`src/rtl/fetch_unit.sv`:
```
// fetch_unit: instruction-fetch responder with a small fully-associative line buffer.
//
// Each decode lane presents fetch_order/fetch_pc; a resident line answers in the same
// cycle through fetch_done/fetch_instr. The lowest missing lane starts a line fill over
// a single-outstanding memory read port (mem_req/mem_addr/mem_ack, then
// mem_valid/mem_data). Entries are replaced round-robin via a victim pointer.
//
// Ports:
//   clk, rstn            clock, asynchronous active-low reset
//   init                 synchronous flush of all buffer state
//   fetch_order/pc       per-lane request and byte PC (bits [1:0] ignored)
//   fetch_done/instr     per-lane hit and instruction (combinational)
//   fetch_hint           link-register PC used by the optional prefetcher
//   mem_*                line read port, word 0 in the LSBs of mem_data
//
// Optional feature: define FETCH_PREFETCH_EN to let an idle unit preload the line
// holding fetch_hint.
module fetch_unit #(
  parameter int unsigned LINE_WORDS  = 4,
  parameter int unsigned ENTRIES     = 4,
  parameter int unsigned DECODE_PARA = 2,
  parameter int unsigned LEN_WORD    = 32,
  parameter int unsigned LEN_INST    = 32
) (
  input  logic                            clk,
  input  logic                            rstn,
  input  logic                            init,
  input  logic [DECODE_PARA-1:0]          fetch_order,
  input  logic [LEN_WORD*DECODE_PARA-1:0] fetch_pc,
  output logic [DECODE_PARA-1:0]          fetch_done,
  output logic [LEN_INST*DECODE_PARA-1:0] fetch_instr,
  input  logic [LEN_WORD-1:0]             fetch_hint,
  output logic                            mem_req,
  output logic [LEN_WORD-1:0]             mem_addr,
  input  logic                            mem_ack,
  input  logic                            mem_valid,
  input  logic [LEN_INST*LINE_WORDS-1:0]  mem_data
);

  localparam int unsigned WordBits = $clog2(LINE_WORDS);
  localparam int unsigned OffBits  = WordBits + 2;
  localparam int unsigned TagW     = LEN_WORD - OffBits;
  localparam int unsigned IdxW     = $clog2(ENTRIES);
  localparam int unsigned LineW    = LEN_INST * LINE_WORDS;

  typedef enum logic [1:0] {StIdle, StReq, StWait, StDrain} state_e;

  function automatic logic [TagW-1:0] tag_of(input logic [LEN_WORD-1:0] pc);
    return pc[LEN_WORD-1:OffBits];
  endfunction

  state_e             state_q, state_d;
  logic [ENTRIES-1:0] valid_q, valid_d;
  logic [TagW-1:0]    tag_q  [ENTRIES];
  logic [TagW-1:0]    tag_d  [ENTRIES];
  logic [LineW-1:0]   data_q [ENTRIES];
  logic [LineW-1:0]   data_d [ENTRIES];
  logic [IdxW-1:0]    victim_q, victim_d;
  logic [TagW-1:0]    miss_tag_q, miss_tag_d;
`ifdef FETCH_PREFETCH_EN
  logic [TagW-1:0]    last_pf_tag_q, last_pf_tag_d;
`endif

  // Low PC bits and (in the default build) the hint are not needed by the logic.
  logic unused_inputs;
  assign unused_inputs = ^{fetch_pc, fetch_hint};

  // Lane hit lookup; tags are never duplicated, so OR-ing matching lines is exact.
  logic [DECODE_PARA-1:0] hit;
  logic [LineW-1:0]       hit_line [DECODE_PARA];
  always_comb begin
    hit = '0;
    for (int d = 0; d < DECODE_PARA; d++) begin
      hit_line[d] = '0;
      for (int e = 0; e < ENTRIES; e++) begin
        if (valid_q[e] && tag_q[e] == tag_of(fetch_pc[d*LEN_WORD +: LEN_WORD])) begin
          hit[d]      = 1'b1;
          hit_line[d] = hit_line[d] | data_q[e];
        end
      end
    end
  end

  assign fetch_done = fetch_order & hit & {DECODE_PARA{~init}};

  always_comb begin
    fetch_instr = '0;
    for (int d = 0; d < DECODE_PARA; d++) begin
      if (fetch_done[d]) begin
        fetch_instr[d*LEN_INST +: LEN_INST] =
            hit_line[d][fetch_pc[d*LEN_WORD+2 +: WordBits]*LEN_INST +: LEN_INST];
      end
    end
  end

  // Lowest missing lane wins: scan downwards so lower lanes overwrite.
  logic            miss_found;
  logic [TagW-1:0] miss_tag;
  always_comb begin
    miss_found = 1'b0;
    miss_tag   = '0;
    for (int d = DECODE_PARA - 1; d >= 0; d--) begin
      if (fetch_order[d] && !hit[d]) begin
        miss_found = 1'b1;
        miss_tag   = tag_of(fetch_pc[d*LEN_WORD +: LEN_WORD]);
      end
    end
  end

  // Residency of the line being filled (dedupe) and of the hint line.
  logic            fill_hit, hint_hit;
  logic [IdxW-1:0] fill_idx;
  always_comb begin
    fill_hit = 1'b0;
    hint_hit = 1'b0;
    fill_idx = '0;
    for (int e = 0; e < ENTRIES; e++) begin
      if (valid_q[e] && tag_q[e] == miss_tag_q) begin
        fill_hit = 1'b1;
        fill_idx = IdxW'(e);
      end
      if (valid_q[e] && tag_q[e] == tag_of(fetch_hint)) begin
        hint_hit = 1'b1;
      end
    end
  end

  always_comb begin
    state_d    = state_q;
    valid_d    = valid_q;
    tag_d      = tag_q;
    data_d     = data_q;
    victim_d   = victim_q;
    miss_tag_d = miss_tag_q;
`ifdef FETCH_PREFETCH_EN
    last_pf_tag_d = last_pf_tag_q;
`endif
    mem_req  = 1'b0;
    mem_addr = '0;

    unique case (state_q)
      StIdle: begin
        if (!init) begin
          if (miss_found) begin
            state_d    = StReq;
            miss_tag_d = miss_tag;
`ifdef FETCH_PREFETCH_EN
          end else if (!hint_hit && tag_of(fetch_hint) != last_pf_tag_q) begin
            state_d       = StReq;
            miss_tag_d    = tag_of(fetch_hint);
            last_pf_tag_d = tag_of(fetch_hint);
`endif
          end
        end
      end
      StReq: begin
        mem_req  = 1'b1;
        mem_addr = {miss_tag_q, {OffBits{1'b0}}};
        if (init) begin
          // An ack in the flush cycle still owes us a data beat that must be swallowed.
          state_d = mem_ack ? StDrain : StIdle;
        end else if (mem_ack) begin
          state_d = StWait;
        end
      end
      StWait: begin
        if (init) begin
          state_d = mem_valid ? StIdle : StDrain;
        end else if (mem_valid) begin
          state_d = StIdle;
          if (fill_hit) begin
            data_d[fill_idx] = mem_data;
          end else begin
            valid_d[victim_q] = 1'b1;
            tag_d[victim_q]   = miss_tag_q;
            data_d[victim_q]  = mem_data;
            victim_d          = victim_q + IdxW'(1);
          end
        end
      end
      StDrain: begin
        if (mem_valid) begin
          state_d = StIdle;
        end
      end
      default: state_d = StIdle;
    endcase

    if (init) begin
      valid_d  = '0;
      victim_d = '0;
`ifdef FETCH_PREFETCH_EN
      last_pf_tag_d = '0;
`endif
    end
  end

  always_ff @(posedge clk or negedge rstn) begin
    if (!rstn) begin
      state_q    <= StIdle;
      valid_q    <= '0;
      victim_q   <= '0;
      miss_tag_q <= '0;
`ifdef FETCH_PREFETCH_EN
      last_pf_tag_q <= '0;
`endif
      for (int e = 0; e < ENTRIES; e++) begin
        tag_q[e]  <= '0;
        data_q[e] <= '0;
      end
    end else begin
      state_q    <= state_d;
      valid_q    <= valid_d;
      victim_q   <= victim_d;
      miss_tag_q <= miss_tag_d;
`ifdef FETCH_PREFETCH_EN
      last_pf_tag_q <= last_pf_tag_d;
`endif
      for (int e = 0; e < ENTRIES; e++) begin
        tag_q[e]  <= tag_d[e];
        data_q[e] <= data_d[e];
      end
    end
  end

endmodule

```
`config.mk`:
```
export PLATFORM = sky130hd
export DESIGN_NAME = fetch_unit
export DESIGN_NICKNAME = d
export VERILOG_FILES = /design/src/rtl/fetch_unit.sv
export SDC_FILE = /design/constraint.sdc
export NUM_CORES = 2
export LEC_CHECK = 0
export CAP_MARGIN = 20
export CORE_ASPECT_RATIO = 0.75
export CORE_MARGIN = 1
export CORE_UTILIZATION = 30
export CTS_CLUSTER_SIZE = 10
export DETAILED_ROUTE_END_ITERATION = 8
export GPL_ROUTABILITY_DRIVEN = 0
export GPL_TIMING_DRIVEN = 0
export HOLD_SLACK_MARGIN = 0.08
export REMOVE_ABC_BUFFERS = 1
export SYNTH_ARGS = -nofsm -noshare
export SYNTH_HDL_FRONTEND = slang
export SYNTH_SLANG_ARGS = --single-unit
```
`constraint.sdc`:
```
create_clock -name clk -period 5 [get_ports clk]
set_input_delay 1.25 -clock clk [delete_from_list [all_inputs] [get_ports clk]]
set_output_delay 1.25 -clock clk [all_outputs]
set_load 0.01 [all_outputs]
```
* After elaboration in Yosys (flattened, before gate mapping)
Cells that the tools add are included.
** Storage, ports and cells
- Register bits after elaboration :: 660
- Latch bits :: 0
- RAM bits :: 0
- Bits in read-only memories :: 0
- Output and inout port bits :: 99
- Memories :: 0
** Cells by class
- Add/sub/neg operators :: 1
- Multipliers :: 0
- Div/mod/pow operators :: 0
- Order comparisons :: 6
- Eq/ne operators :: 19
- Shift operators :: 2
- Mux-type cells :: 60
- Bitwise gates (word level) :: 13
- Reductions and logical operators :: 27
** Operators by type and width (number)
- 128-bit two-way mux :: 10
- 512-bit bitwise mux :: 2
- 128-bit bitwise OR :: 6
- 128-bit demux with 2-bit select :: 2
- 512-bit two-way mux :: 1
- 28-bit equality test :: 12
- 128-bit by 8-bit indexed part select with 32-bit output :: 2
- 112-bit bitwise mux :: 1
- 32-bit two-way mux :: 3
- 28-bit two-way mux :: 3
- 28-bit demux with 2-bit select :: 1
- 2-bit two-way mux :: 14
- 1-bit logical AND :: 17
- 1-bit two-way mux :: 17
- 4-bit two-way mux :: 4
- 3-bit AND reduction :: 4
- 2-bit case mux with 4 select lines :: 1
- 3-bit greater-or-equal comparator (second input constant) :: 2
- 3-bit by 1-bit less-than comparator with 1-bit output (second input constant) :: 2
- 2-bit != test (second input constant) :: 3
- 2-bit inverter with 3-bit output :: 2
- 2-bit AND :: 2
- 2-bit equality test (second input constant) :: 2
- 4-bit bitwise OR :: 1
- other kinds (11) :: 14

* Depth between registers and ports, before layout
- Word-level depth :: 13
- Gate-level depth with buffers :: 11
- Mapped depth without buffers :: 7

* Worst setup path before layout
OpenSTA, ideal clock, no wires.
- Kind :: input -> output
- Start point :: input port fetch_pc[42]
- End point :: output port fetch_instr[33]
- Data arrival time :: 3.254 ns
- Required time :: 3.750 ns
- Slack :: 0.496 ns
- Cell stages on the path :: 10
- Path buffers :: 3
- Cell sequence :: buf_2 xnor2_1 nand4_1 nor4_1 and2_1 nor4_1 or4b_1 buf_2 buf_6 o32ai_2
** Between the ends
- Cells in the longest elaborated chain, start to end :: 11
- Elaborated cells on any way between the ends :: 23
** RTL lines
- from (decl) :: line 29 : input logic [LEN_WORD*DECODE_PARA-1:0] fetch_pc,
- 28-bit equality test :: line 76 : if (valid_q[e] && tag_q[e] == tag_of(fetch_pc[d*LEN_WORD +: LEN_WORD])) begin
- 1-bit logical AND :: line 76
- 128-bit two-way mux :: line 76
- 128-bit bitwise OR :: line 78 : hit_line[d] = hit_line[d] | data_q[e];
- 128-bit two-way mux :: line 76
- 128-bit bitwise OR :: line 78
- 128-bit two-way mux :: line 76
- 128-bit bitwise OR :: line 78
- 128-bit two-way mux :: line 76
- 128-bit by 8-bit indexed part select with 32-bit output :: line 91 : hit_line[d][fetch_pc[d*LEN_WORD+2 +: WordBits]*LEN_INST +: LEN_INST];
- 32-bit two-way mux (*) :: line 89 : if (fetch_done[d]) begin
- to (decl) :: line 31 : output logic [LEN_INST*DECODE_PARA-1:0] fetch_instr,
Every way passes the cells marked *; elsewhere a longest branch is shown, timed or not.

* Worst setup path after layout
- Start point :: input port fetch_pc[47]
- End point :: output port fetch_instr[51]
Same word-level chain as after synthesis.

==> flow_summary_export.csv <==
group,metric,value,unit
synth,yosys_warnings,0,
global_routing,grtUsageMet2,35.4,%
synth,netlist_instances,3410,
floorplan,fp.coreArea,0.121,mm²
floorplan,die_w,405,µm
global_routing,overflow,0,
worst_setup_path,reg2reg_slack,0.74,ns
worst_setup_path,crit_cells,14,
floorplan,rows,110,
drt,viasPerCell,5.98,
sta,skew,0.0415,ns
synth,synth_seq_area_share,45.1,%
synth,async_flop_share,100,%
placement,placed_cell_area,0.0426,mm²
synth,synth_cell_types,53,
outcome,violations,"design-rule violations, negative setup slack",
finish,layout-drive-gt1-share,34.7,%
drt,drt_pass1_iterations,9,
global_routing,grt_pass1_vias,31400,
sta,relSlewSlack,40.8,%
worst_setup_path,worstRegToRegCells,9,
min_path,min_path_type,"in -> async",
drt,routed_wl,157,mm
drt,ant_nets,0,
sta,fmax,186,MHz
worst_setup_path,r2r-start,"miss_tag_q[19]$_DFFE_PN0P_",
drt,post_drt_wl_per_cell,28.7,µm
sta,rsz0062_at_grt,"true",
worst_setup_path,r2r-end,"data_q[468]$_DFFE_PN0P_",
drt,drc,3,
clocking,cts_sinks,660,
synth,ys.flop_type,"dfrtp_1",
global_routing,grt_max_degree,113,
clocking,htreeDepth,3,
worst_setup_path,endpoint_kind,"output pin",
drt,vias,32600,
sta,maxSlewViolCount,0,
power_and_ir_drop,power_density,367,mW/mm²
sta,setup_tns,-10.34,ns
global_routing,grt_use_total,24.5,%
power_and_ir_drop,ir_worst_vdd,0.252,mV
global_routing,grt.busiest_layer,"met2",
sta,finalCritPeriodShare,107,%
finish,final_area,0.0490,mm²
global_routing,grt_pass1_wl,225,mm
floorplan,die_area,0.123,mm²
worst_setup_path,crit_chain,"buf_12 > buf_8 > xnor2_4 > nand4_1 > nor4_4 > buf_4 > and2_4 > buf_16 > nor4_4 > or4b_4 > buf_16 > buf_12 > o32ai_4 > buf_2",
synth,syn_area_per_cell,10.7,µm²
clocking,ctsLongestPathBuffers,3,
sta,tightestPinTransition,0.885,ns
placement,post-place-ws,-3.06,ns
synth,syn_area,0.0366,mm²
clocking,cts_tree,"yes",
sta,min_period,5.37,ns
power_and_ir_drop,p_leak,20.9,nW
floorplan,pin_count,330,
floorplan,chipHeight,305,µm
placement,place_hpwl,96.1,mm
global_routing,met3_usage,6.94,%
power_and_ir_drop,finalPower,0.0179,W
worst_setup_path,worst_setup_path_start_kind,"input port",
finish,final_util,40.6,%
worst_setup_path,cp_max_fo,7,
sta,hold_violations,0,
finish,nFillCells,11500,
clocking,numCtsBuffers,78,
synth,ys_seq_elements,660,
worst_setup_path,worstSetupPathType,"in -> out",
clocking,clock_latency,0.66,ns
outcome,status,"finished with violations",
floorplan,start_util,30.4,%
sta,setup_viol,55,
clocking,hold_buffers,0,
drt,drt_iter0_drc,4872,
worst_setup_path,cp.buffers_inverters,7,
worst_setup_path,cp.arrival,4.12,ns
global_routing,antenna_found_initial,13,
finish,ff_latch_area,0.0165,mm²
clocking,cts-root-buf,"clkbuf_16",
placement,io_buffers,289,
global_routing,gr-usage-met1,34.7,%
worst_setup_path,cpPeakStageDelay,0.56,ns
finish,nNetsFinal,4041,
worst_setup_path,required,3.75,ns
sta,setup_ws,-0.365,ns
finish,syn_to_final_growth,33.7,%
worst_setup_path,crit_family,"simple AND/OR/NAND/NOR gates",
clocking,clk_pin_slew,0.06,ns
worst_setup_path,slowest_stage,"or4b_4",
synth,synth_edf_count,0,
finish,multi_input_area,0.0199,mm²
job,cap_violations,0,
==> worst register-to-register path: stages, from the launching register on <==
cell,delay (ns)
dfrtp_1,0.50
xnor2_1,0.49
nand4_1,0.30
nor4_1,0.66
nand2_1,0.35
a21oi_4,0.69
buf_12,0.29
buf_12,0.24
buf_12,0.24
mux2_2,0.38
==> cells by family (layout without fill, tap and decap cells) <==
kind of cell,after synthesis,count (layout),share of synthesized area [%]
xor+xnor,335,335,8.01
mux,573,573,17.5
other cells,1,9,0.0102
compound gates,579,579,12.4
buf+inv,450,856,5.25
simple gates,808,816,11.6
fa+ha+maj,4,4,0.137
flops,660,660,45.1
==> registers in the layout (all words and copies together), names as in the netlist <==
| name | cells |
|---|---|
| data_q | 512 |
| tag_q | 112 |
| miss_tag_q | 28 |
| valid_q | 4 |
| state_q | 2 |
| victim_q | 2 |
==> worst max-delay path by stage <==
stage                            start                 endpoint  slack (ns)
after floorplan                   init  data_q[128]$_DFFE_PN0P_       -6.93
after global placement            rstn  data_q[287]$_DFFE_PN0P_      -28.53
after detailed placement  fetch_pc[49]          fetch_instr[62]       -3.06
after CTS                 fetch_pc[47]          fetch_instr[44]       -0.35
after global routing      fetch_pc[47]          fetch_instr[46]       -0.34
final                     fetch_pc[47]          fetch_instr[51]       -0.37
==> cell type report <==
class / instances / area share, %
timing repair buffer: 664 / 16.3
sequential: 660 / 33.7
antenna: 5 / 0.0256
multi-input combinational: 2311 / 40.6
clock inverter: 7 / 0.286
clock buffer: 94 / 4.21
inverter: 91 / 0.698
tap: 1624 / 4.15
==> power breakdown <==
group | internal, W | switching (W)
registers | 0.00656 | 0.00161
clock network | 0.00303 | 0.00230
logic | 0.00234 | 0.00211
total | 0.0119 | 0.00602
==> metal layers <==
metal,vias up,part of all wire (%),routed length [µm]
met4,6,3.9,6030
li1,13500,-,-
met3,396,12,19100
met1,16600,41,64500
met2,2204,43,66900
met5,-,0.022,34
==> cells in the final DEF (no fill, tap or decap), types with 8 or more instances in the layout <==
cell	count
mux2_2	541
a32o_2	22
buf_8	22
a22oi_1	65
nand3_1	329
o21ai_0	113
xor2_2	17
xor2_1	36
a21oi_1	87
dfrtp_1	660
a222oi_1	156
and2_4	10
buf_2	50
and3_1	32
clkbuf_1	12
nand4_1	139
a32o_1	9
and2_1	29
mux2i_1	31
a21oi_2	12
clkbuf_16	85
nand2_1	173
xnor2_2	46
a22o_1	66
nor4_4	17
o32ai_4	29
buf_16	45
buf_6	85
buf_12	80
nor3_1	34
xnor2_4	10
xnor2_1	224
inv_1	91
buf_4	192
nor4_1	15
clkdlybuf4s50_1	165
bufbuf_16	8
==> cell usage after synthesis, types with 34 or more instances <==
cell type / n / area [µm²]
a22o_1: 66 / 578
clkbuf_1: 157 / 589
a21oi_1: 101 / 505
nor3_1: 35 / 175
o21ai_0: 115 / 576
and2_1: 34 / 213
nand2_1: 173 / 649
inv_1: 91 / 342
xor2_1: 55 / 482
a222oi_1: 156 / 1560
a22oi_1: 66 / 495
nand3_1: 330 / 1650
dfrtp_1: 660 / 16500
nand4_1: 139 / 870
buf_2: 160 / 801
mux2_2: 541 / 6090
nor4_1: 34 / 213
buf_1: 35 / 131
xnor2_1: 280 / 2450
==> stage by stage <==
step                      hold slack (ns)  std cells
after floorplan                     0.502       3054
final                               0.500       5456
after detailed placement            0.519       5144
after CTS                           0.444       5417
after global routing                0.485       5456
after global placement              0.516       4967
==> repair_timing <==
item                                    CTS  global route
endpoints found under the setup margin   66            85
gates cloned                             29             7
pin swaps                               125            89
gates resized for setup                 839           166
hold endpoints to repair                  0             0
buffers inserted                        146            37
Note: power is estimated with default switching activity, not from simulation.
